**src/rtl/cache_fill_ctrl.sv**
```systemverilog
// Cache block fill controller: arbitrates D/I miss requests and streams
// one block of words from memory into the granted cache's data array.
module cache_fill_ctrl #(
    parameter int NUM_REQ = 2,
    parameter int WORDS   = 8,
    parameter int AWIDTH  = 16,
    parameter int DWIDTH  = 16
) (
    input  logic                        clk,
    input  logic                        rst,
    input  logic [NUM_REQ-1:0]          miss_req,
    input  logic [NUM_REQ*AWIDTH-1:0]   miss_addr,
    output logic                        mem_rd_en,
    output logic [AWIDTH-1:0]           mem_addr,
    input  logic [DWIDTH-1:0]           mem_data,
    input  logic                        mem_data_valid,
    output logic [NUM_REQ-1:0]          grant,
    output logic [NUM_REQ-1:0]          fill_wen,
    output logic [$clog2(WORDS)-1:0]    fill_word_idx,
    output logic [DWIDTH-1:0]           fill_data,
    output logic [NUM_REQ-1:0]          fill_done,
    output logic                        busy
);

    localparam int IW  = $clog2(WORDS);
    localparam int CW  = IW + 1;
    localparam int OFS = IW + 1;

    localparam logic [CW-1:0]     WORDS_C  = CW'(WORDS);
    localparam logic [CW-1:0]     LAST_C   = CW'(WORDS - 1);
    localparam logic [AWIDTH-1:0] OFS_MASK = AWIDTH'((1 << OFS) - 1);

    typedef enum logic [1:0] {
        IDLE = 2'd0,
        FILL = 2'd1,
        DONE = 2'd2
    } state_e;

    state_e              state_q, state_d;
    logic [NUM_REQ-1:0]  grant_q, grant_d;
    logic [AWIDTH-1:0]   base_q, base_d;
    logic [CW-1:0]       ic_q, ic_d;
    logic [CW-1:0]       rc_q, rc_d;

    logic [NUM_REQ-1:0]  pick_oh;
    logic [AWIDTH-1:0]   pick_addr;
    logic                pick_found;

    // Fixed-priority pick of the lowest-indexed pending miss and its address.
    always_comb begin
        pick_oh    = '0;
        pick_addr  = '0;
        pick_found = 1'b0;
        for (int i = 0; i < NUM_REQ; i++) begin
            if (miss_req[i] && !pick_found) begin
                pick_found = 1'b1;
                pick_oh[i] = 1'b1;
                pick_addr  = miss_addr[i*AWIDTH +: AWIDTH];
            end
        end
    end

    // Next-state and output decode; issue and receive counters run independently.
    always_comb begin
        state_d       = state_q;
        grant_d       = grant_q;
        base_d        = base_q;
        ic_d          = ic_q;
        rc_d          = rc_q;
        mem_rd_en     = 1'b0;
        mem_addr      = '0;
        fill_wen      = '0;
        fill_word_idx = '0;
        fill_data     = '0;
        fill_done     = '0;

        unique case (state_q)
            IDLE: begin
                if (pick_found) begin
                    grant_d = pick_oh;
                    base_d  = pick_addr & ~OFS_MASK;
                    ic_d    = '0;
                    rc_d    = '0;
                    state_d = FILL;
                end
            end
            FILL: begin
                fill_data = mem_data;
                if (ic_q != WORDS_C) begin
                    mem_rd_en = 1'b1;
                    mem_addr  = base_q + (AWIDTH'(ic_q) << 1);
                    ic_d      = ic_q + CW'(1);
                end
                if (mem_data_valid && (rc_q != WORDS_C)) begin
                    fill_wen      = grant_q;
                    fill_word_idx = rc_q[IW-1:0];
                    rc_d          = rc_q + CW'(1);
                    if (rc_q == LAST_C) begin
                        state_d = DONE;
                    end
                end
            end
            DONE: begin
                fill_done = grant_q;
                grant_d   = '0;
                state_d   = IDLE;
            end
            default: begin
                grant_d = '0;
                state_d = IDLE;
            end
        endcase
    end

    // State, grant, block base and counters; reset aborts any fill in flight.
    always_ff @(posedge clk or posedge rst) begin
        if (rst) begin
            state_q <= IDLE;
            grant_q <= '0;
            base_q  <= '0;
            ic_q    <= '0;
            rc_q    <= '0;
        end else begin
            state_q <= state_d;
            grant_q <= grant_d;
            base_q  <= base_d;
            ic_q    <= ic_d;
            rc_q    <= rc_d;
        end
    end

    assign grant = grant_q;
    assign busy  = (state_q != IDLE);

endmodule

```
**config.mk**
```make
export PLATFORM = sky130hd
export DESIGN_NAME = cache_fill_ctrl
export DESIGN_NICKNAME = d
export VERILOG_FILES = /design/src/rtl/cache_fill_ctrl.sv
export SDC_FILE = /design/constraint.sdc
export NUM_CORES = 1
export LEC_CHECK = 0
export CAP_MARGIN = 30
export CORE_MARGIN = 10
export CORE_UTILIZATION = 35
export DETAILED_ROUTE_END_ITERATION = 16
export GPL_TIMING_DRIVEN = 0
export PLACE_DENSITY = 0.72
export SETUP_SLACK_MARGIN = 0.1
export SLEW_MARGIN = 20
export SYNTH_ARGS = -nofsm -noshare
export SYNTH_HDL_FRONTEND = slang
export SYNTH_SLANG_ARGS = --single-unit
export TNS_END_PERCENT = 50
```
**constraint.sdc**
```tcl
create_clock -name clk -period 1.8 [get_ports clk]
set_input_delay 0.45 -clock clk [delete_from_list [all_inputs] [get_ports clk]]
set_output_delay 0.45 -clock clk [all_outputs]
set_load 0.05 [all_outputs]
```
==> results of run 1 <==
==> layout by cell type (no fill, tap or decap), types with 3 or more instances in the layout <==
cell type / n
a21oi_1: 13
a21oi_4: 7
a22oi_1: 7
a2bb2oi_1: 3
and2_4: 17
and3_1: 4
and3b_1: 6
buf_4: 35
buf_6: 29
buf_8: 28
clkbuf_2: 3
clkbuf_8: 3
clkdlybuf4s50_1: 43
dfrtp_1: 20
dfrtp_2: 4
dlygate4sd2_1: 3
ha_4: 4
inv_1: 8
inv_2: 4
mux2i_1: 3
nand2_1: 6
nand3_1: 3
nand3b_1: 3
nor2_4: 9
nor2b_1: 6
o21ai_0: 6
o21ai_1: 7
o2bb2ai_1: 5
o31ai_1: 3
or3_4: 3
or4_4: 4
==> per-layer routing <==
metal	GRT usage, %	vias up	wire length (um)
met5	0	-	0
met4	1.99	0	64
met3	5.90	6	616
met2	25.1	87	3450
met1	18.5	991	2890
li1	-	1005	-
==> critical path: stages (launching register included) <==
cell and delay (ns):
dfrtp_2 0.43, ha_4 0.16, nand4_4 0.15, or4_4 0.53, a21oi_4 0.15, buf_6 0.17
==> cell usage after synthesis (2+ instances only) <==
master | n | area [um^2]
dfrtp_1 | 24 | 601
a21oi_1 | 20 | 100
and2_1 | 18 | 113
inv_1 | 13 | 48.8
nor2_1 | 12 | 45.0
o21ai_1 | 8 | 40.0
a22oi_1 | 7 | 52.6
and3b_1 | 7 | 61.3
nand2_1 | 7 | 26.3
and3_1 | 6 | 37.5
ha_1 | 6 | 75.1
nor2b_1 | 6 | 37.5
o21ai_0 | 6 | 30.0
buf_2 | 5 | 25.0
clkbuf_1 | 5 | 18.8
o2bb2ai_1 | 5 | 43.8
o31ai_1 | 4 | 30.0
or4_1 | 4 | 30.0
a2bb2oi_1 | 3 | 26.3
mux2i_1 | 3 | 30.0
nand3_1 | 3 | 15.0
nand3b_1 | 3 | 22.5
or3_1 | 3 | 18.8
a21boi_1 | 2 | 15.0
a31o_2 | 2 | 17.5
nand2b_1 | 2 | 12.5
nand4_1 | 2 | 12.5
nand4_2 | 2 | 25.0
nor3b_2 | 2 | 25.0
xnor2_1 | 2 | 17.5
xor2_1 | 2 | 17.5
==> state kept, by name, indices dropped and copies added, names as in the netlist <==
name	flops
base_q	12
ic_q	4
rc_q	4
grant	2
state_q	2
==> final timing paths <==
kind                       cells past startpoint       start  slack, ns           end
setup reg to reg                               7  state_q[0]       0.04    state_q[1]
hold reg to reg                                1  base_q[15]       0.53    base_q[15]
min in group clk                               1  base_q[15]       0.53    base_q[15]
setup / recovery                               5   base_q[4]      -0.52  mem_addr[15]
max in group asynchronous                      3         rst       0.99     base_q[9]
hold / removal                                 2         rst       0.39       rc_q[1]
==> kinds of logic (layout without fill, tap and decap cells) <==
logic type,after synthesis,count (layout),share of synthesized area (%)
mux,3,3,1.72
simple gates,80,80,28.7
xor+xnor,4,4,2.00
compound gates,63,63,22.8
flops,24,24,34.3
other cells,1,1,0.214
fa+ha+maj,6,6,4.29
buf+inv,25,160,5.93
==> report_power, final <==
part	switching (mW)	internal, mW	total, mW
Combinational	2.95	2.47	5.42
Sequential	0.360	0.799	1.16
Clock	0.192	0.298	0.489
Total	3.50	3.57	7.06
==> timing repair <==
item | CTS | global route
buffers inserted | 26 | 22
setup endpoints to repair | 58 | 53
hold buffers | 0 | 0
endpoints found under the hold margin | 0 | 0
gates cloned | 2 | 0
resized for setup | 331 | 50
pin swaps | 18 | 17
==> area by class of cell <==
| cell class | instances | area (um^2) |
|---|---|---|
| Sequential cell | 24 | 606 |
| Fill cell | 292 | 1040 |
| Clock buffer | 3 | 41.3 |
| Inverter | 14 | 58.8 |
| Tap cell | 67 | 83.8 |
| Clock inverter | 1 | 30.0 |
| Multi-Input combinational cell | 157 | 1430 |
| Buffer | 9 | 87.6 |
| Timing Repair Buffer | 133 | 1410 |
==> impl_metrics.json, run 1 <==
{
  "status": "complete, but fails checks",
  "violations": "setup timing",
  "vias_per_cell": 5.12,
  "clkSinkCount": 24,
  "cts.clk_slew.worst_paths_ns": 0.09,
  "core_area_um2": 4790,
  "synth-edff-count": 0,
  "yosysWarnings": 0,
  "grt_pass1_wl_um": 10800,
  "fin_cells": 408,
  "place_area_um2": 2950,
  "hold_violations": 0,
  "synth_top_flop_cell": "dfrtp_1",
  "nNetsFinal": 401,
  "dp_slack_ns": -1.02,
  "ys_ff_latch": 24,
  "grt_max_degree": 25,
  "hpwl_um": 4670,
  "powerDensity_nw_per_um2": 1890,
  "die_w_um": 90.7,
  "drt_iter0_markers": 125,
  "hold_class": "in -> async",
  "syn_area_per_cell_um2": 8.50,
  "post-route-util_pct": 78.3,
  "layout-drive-gt1-share_pct": 50.4,
  "antenna_found_initial": 0,
  "drc": 0,
  "syn_inst": 206,
  "drt-pass1-iter-count": 4,
  "num_antenna_cells": 0,
  "start_kind": "flop",
  "rows": 25,
  "dp.cells": 359,
  "cp-end-kind": "output port",
  "required_ns": 1.35,
  "drt_wl_total_um": 7020,
  "yosysUniqueCellTypes": 43,
  "setup_tns_ns": -11.39,
  "setup_viol": 38,
  "cts_buffer_depth": 2,
  "finalClockSkew_ns": 0.00492,
  "fin_crit_sh_pct": 129,
  "crit_path_max_fanout": 7,
  "setup_ws_ns": -0.523,
  "grtUsageTotal_pct": 15.2,
  "hold_slack_ns": 0.386,
  "leakage_nw": 1.63,
  "final_area_um2": 3750,
  "start_util_pct": 36.6,
  "ios": 96,
  "critPathKind": "reg -> out",
  "clk_latency_ns": 0.27,
  "finalWeightedCongestion": 0.786,
  "slew_viol_final": 0,
  "synth-async-reset-ratio_pct": 100,
  "cts.htree.levels": 1,
  "dieArea_um2": 8230,
  "ant_nets": 0,
  "grt_pass1_vias": 2079,
  "maxCapViolCount": 0,
  "cts_buffers": 3,
  "num_vias": 2089,
  "timing.final.crit_period_ns": 2.32,
  "yosysSeqAreaShare_pct": 34.3,
  "synth_area_um2": 1750,
  "rsz0062_at_grt": "true",
  "syn_nets": 265,
  "portBuffers": 86,
  "overflow": 0,
  "cts_root_buf": "clkbuf_8",
  "worstPathArrival_ns": 1.87,
  "die_h_um": 90.7,
  "tritoncts": "done",
  "peakVddDrop_mv": 0.982,
  "wl_per_cell_um": 17.2,
  "syn_to_final_growth_pct": 114,
  "max_freq_mhz": 430,
  "total_power_mw": 7.06
}
(Power assumes the default switching activity.)
==> inputs of run 2 (changes only) <==
--- a/config.mk
+++ b/config.mk
@@ -5,7 +5,9 @@
 export SDC_FILE = /design/constraint.sdc
 export NUM_CORES = 1
 export LEC_CHECK = 0
+export ABC_AREA = 1
 export CAP_MARGIN = 30
+export CORE_ASPECT_RATIO = 0.5
 export CORE_MARGIN = 10
 export CORE_UTILIZATION = 35
 export DETAILED_ROUTE_END_ITERATION = 16
==> run 2 against run 1 <==
Against the previous run:
- the flow still finishes with violations (setup timing)
- critical path type unchanged
- register-to-register slack gained 0.22 ns
- clock-buffer cell count grew 1
- utilization shrank 4.4 points
- non-clock buffer count shrank 21
- power shrank 7.6%
- die area grew 3.0%
- sequential power shrank 6%
==> impl_metrics.json, run 2 <==
{
  "status": "complete, but fails checks",
  "violations": "setup timing",
  "hold_class": "in -> async",
  "synth_top_area_share_pct": 33.9,
  "layout_commonest_cell": "nand2_1",
  "netlist_top_cells_area": "dfrtp_1 (34%), nand2_1 (15%), nor2_1 (11%), inv_1 (9.1%), nand3_1 (7.9%)",
  "rrSetupSlack_ns": 0.26,
  "fin_crit_sh_pct": 116,
  "hold_slack_ns": 0.448,
  "synth_top_cell_by_area": "dfrtp_1",
  "cp-end-kind": "output port",
  "final_cell_mix": "nand2_1 (59), clkdlybuf4s50_1 (42), inv_1 (37), nor2_4 (31), buf_6 (27)",
  "die_h_um": 70.3,
  "swShare_pct": 53.6,
  "syn_area_per_cell_um2": 6.26,
  "ys_ff_latch": 24,
  "setup_ws_ns": -0.296,
  "critical_path_buf_inv_count": 3,
  "path_delay_family": "flip-flops",
  "p_int_mw": 3.03,
  "synthTopCellsByCount": "nand2_1 (73), nor2_1 (54), inv_1 (43)",
  "ios": 96,
  "slew_viol_final": 0,
  "drt-pass1-iter-count": 4,
  "layout-drive-gt1-share_pct": 41.0,
  "grt_max_degree": 25,
  "clkSinkCount": 24,
  "ant_nets": 0,
  "setup_viol": 21,
  "overflow": 0,
  "num_vias": 2221,
  "rows": 18,
  "fill_cells": 352,
  "antenna_found_initial": 0,
  "syn_nets": 342,
  "drc": 0,
  "largest_register_ffs": 12,
  "grtUsageTotal_pct": 15.5,
  "crit_path_max_fanout": 4,
  "cts_root_buf": "clkbuf_8",
  "dieArea_um2": 8480,
  "synth_area_um2": 1770,
  "wl_per_cell_um": 15.4,
  "die_w_um": 121,
  "drt_iter0_markers": 80,
  "portBuffers": 84,
  "syn_inst": 283,
  "nNetsFinal": 458,
  "finalWeightedCongestion": 0.804,
  "num_antenna_cells": 0,
  "maxCapViolCount": 0,
  "crit_slowest_cell": "dfrtp_2",
  "cts.htree.levels": 1,
  "required_ns": 1.35,
  "clk_latency_ns": 0.27,
  "finalClockSkew_ns": 0.00940,
  "power_frac_clock_pct": 5.6,
  "start_util_pct": 36.1,
  "yosysUniqueCellTypes": 26,
  "cts_buffers": 3,
  "yosysMostFrequentCell": "nand2_1",
  "core_area_um2": 4910,
  "timing.final.crit_period_ns": 2.10,
  "switchingPower_mw": 3.50,
  "ctsHoldBuffers": 0,
  "drt_wl_total_um": 7230,
  "vias_per_cell": 4.75,
  "synth-async-reset-ratio_pct": 100,
  "peakVddDrop_mv": 1.19,
  "worstPathCellList": "ha_4 > nand2_2 > inv_4 > nand2_4 > nor2_4 > buf_4 > nor3_4 > buf_6",
  "cts_buffer_depth": 2,
  "fin_cells": 468,
  "grt_pass1_wl_um": 11100,
  "largest_register": "base_q",
  "pwr-share-comb_pct": 77.7,
  "yosysSeqAreaShare_pct": 33.9,
  "worstPathArrival_ns": 1.65,
  "pwr-share-seq_pct": 16.7,
  "hold_violations": 0,
  "critPathKind": "reg -> out",
  "syn_to_final_growth_pct": 105,
  "max_freq_mhz": 477,
  "synth-edff-count": 0,
  "grt_pass1_vias": 2185,
  "top_regs": "base_q (12), ic_q (4), rc_q (4)",
  "powerDensity_nw_per_um2": 1800,
  "rsz0062_at_grt": "true",
  "yosysWarnings": 0,
  "hpwl_um": 5100,
  "tritoncts": "done",
  "dp.cells": 437,
  "start_kind": "flop",
  "max_stage_delay_ns": 0.47,
  "synth_top_flop_cell": "dfrtp_1",
  "leakage_nw": 1.71,
  "cts.clk_slew.worst_paths_ns": 0.09
}
run 2: cell types whose count changed after synthesis, moves of 10 or more:
cell     change
a21oi_1     -10
inv_1       +30
nor2_1      +42
nand3_1     +25
nand2_1     +66
and2_1      -18
run 2: worst reg2reg max path, stage by stage (launching register included):
cell and delay [ns]:
dfrtp_2 0.47, buf_4 0.16, nor2_4 0.08, buf_4 0.16, o21ai_2 0.14, buf_2 0.23, nand2_1 0.09, nand3_1 0.08
run 2: path summary, 6_finish.rpt:
kind                            startpoint           to  cells after the start
worst max-delay path               ic_q[3]  mem_addr[8]                      8
worst min-delay path                   rst     grant[0]                      2
worst max register to register  state_q[1]   base_q[15]                      7
worst min register to register    grant[0]     grant[0]                      2
max in group asynchronous              rst    base_q[9]                      3
min in group clk                  grant[0]     grant[0]                      2
run 2: logic make-up after synthesis:
group	share of synthesized area [%]
compound gates	8.13
xor+xnor	0.990
fa+ha+maj	4.24
buf+inv	12.8
flops	33.9
other cells	0.212
simple gates	39.7
run 2: layout make-up:
type                    instances  area, um^2  area share, %
repair buffers                111        1190           33.0
plain buffers                  10        81.3           2.24
inverters                      45         184           5.07
well taps                      70        87.6           2.42
multi-input cells             204        1420           39.0
clock buffers                   4        55.1           1.52
flip-flops and latches         24         608           16.8
run 2: power by group through the flow:
stage,logic (mW),registers [mW],clock network (mW)
2_1_floorplan,2.74,1.07,0
3_3_place_gp,3.83,1.06,0
3_5_place_dp,3.89,1.07,0
4_1_cts,4.71,1.05,0.372
5_1_grt,5.40,1.13,0.396
6_report,5.07,1.09,0.367
run 2: routing by layer:
layer  part of all wire (%)  GRT usage [%]  up-vias
li1                       -              -     1105
met1                     40           17.6     1061
met2                     57           30.7       49
met3                    2.5           1.68        6
met4                   0.82           2.13        0
met5                      0              0        -
run 2: what timing repair did:
action	in CTS	in global routing
pin swaps	13	10
buffers inserted	14	11
cloned	1	0
gates resized for setup	331	42
endpoints found under the setup margin	42	40
run 2: per-stage QoR:
step	power [mW]	util, %	setup TNS [ns]	instance area (um^2)	setup slack (ns)
final	6.53	73.9	-3.64	3630	-0.296
after global routing	6.92	73.9	-5.58	3630	-0.368
after CTS	6.13	69.0	-3.61	3390	-0.251
after detailed placement	4.96	60.0	-24.04	2940	-0.820
after global placement	4.89	60.0	-23.25	2940	-0.802
after floorplan	3.81	-	-1.49	2020	-0.0628
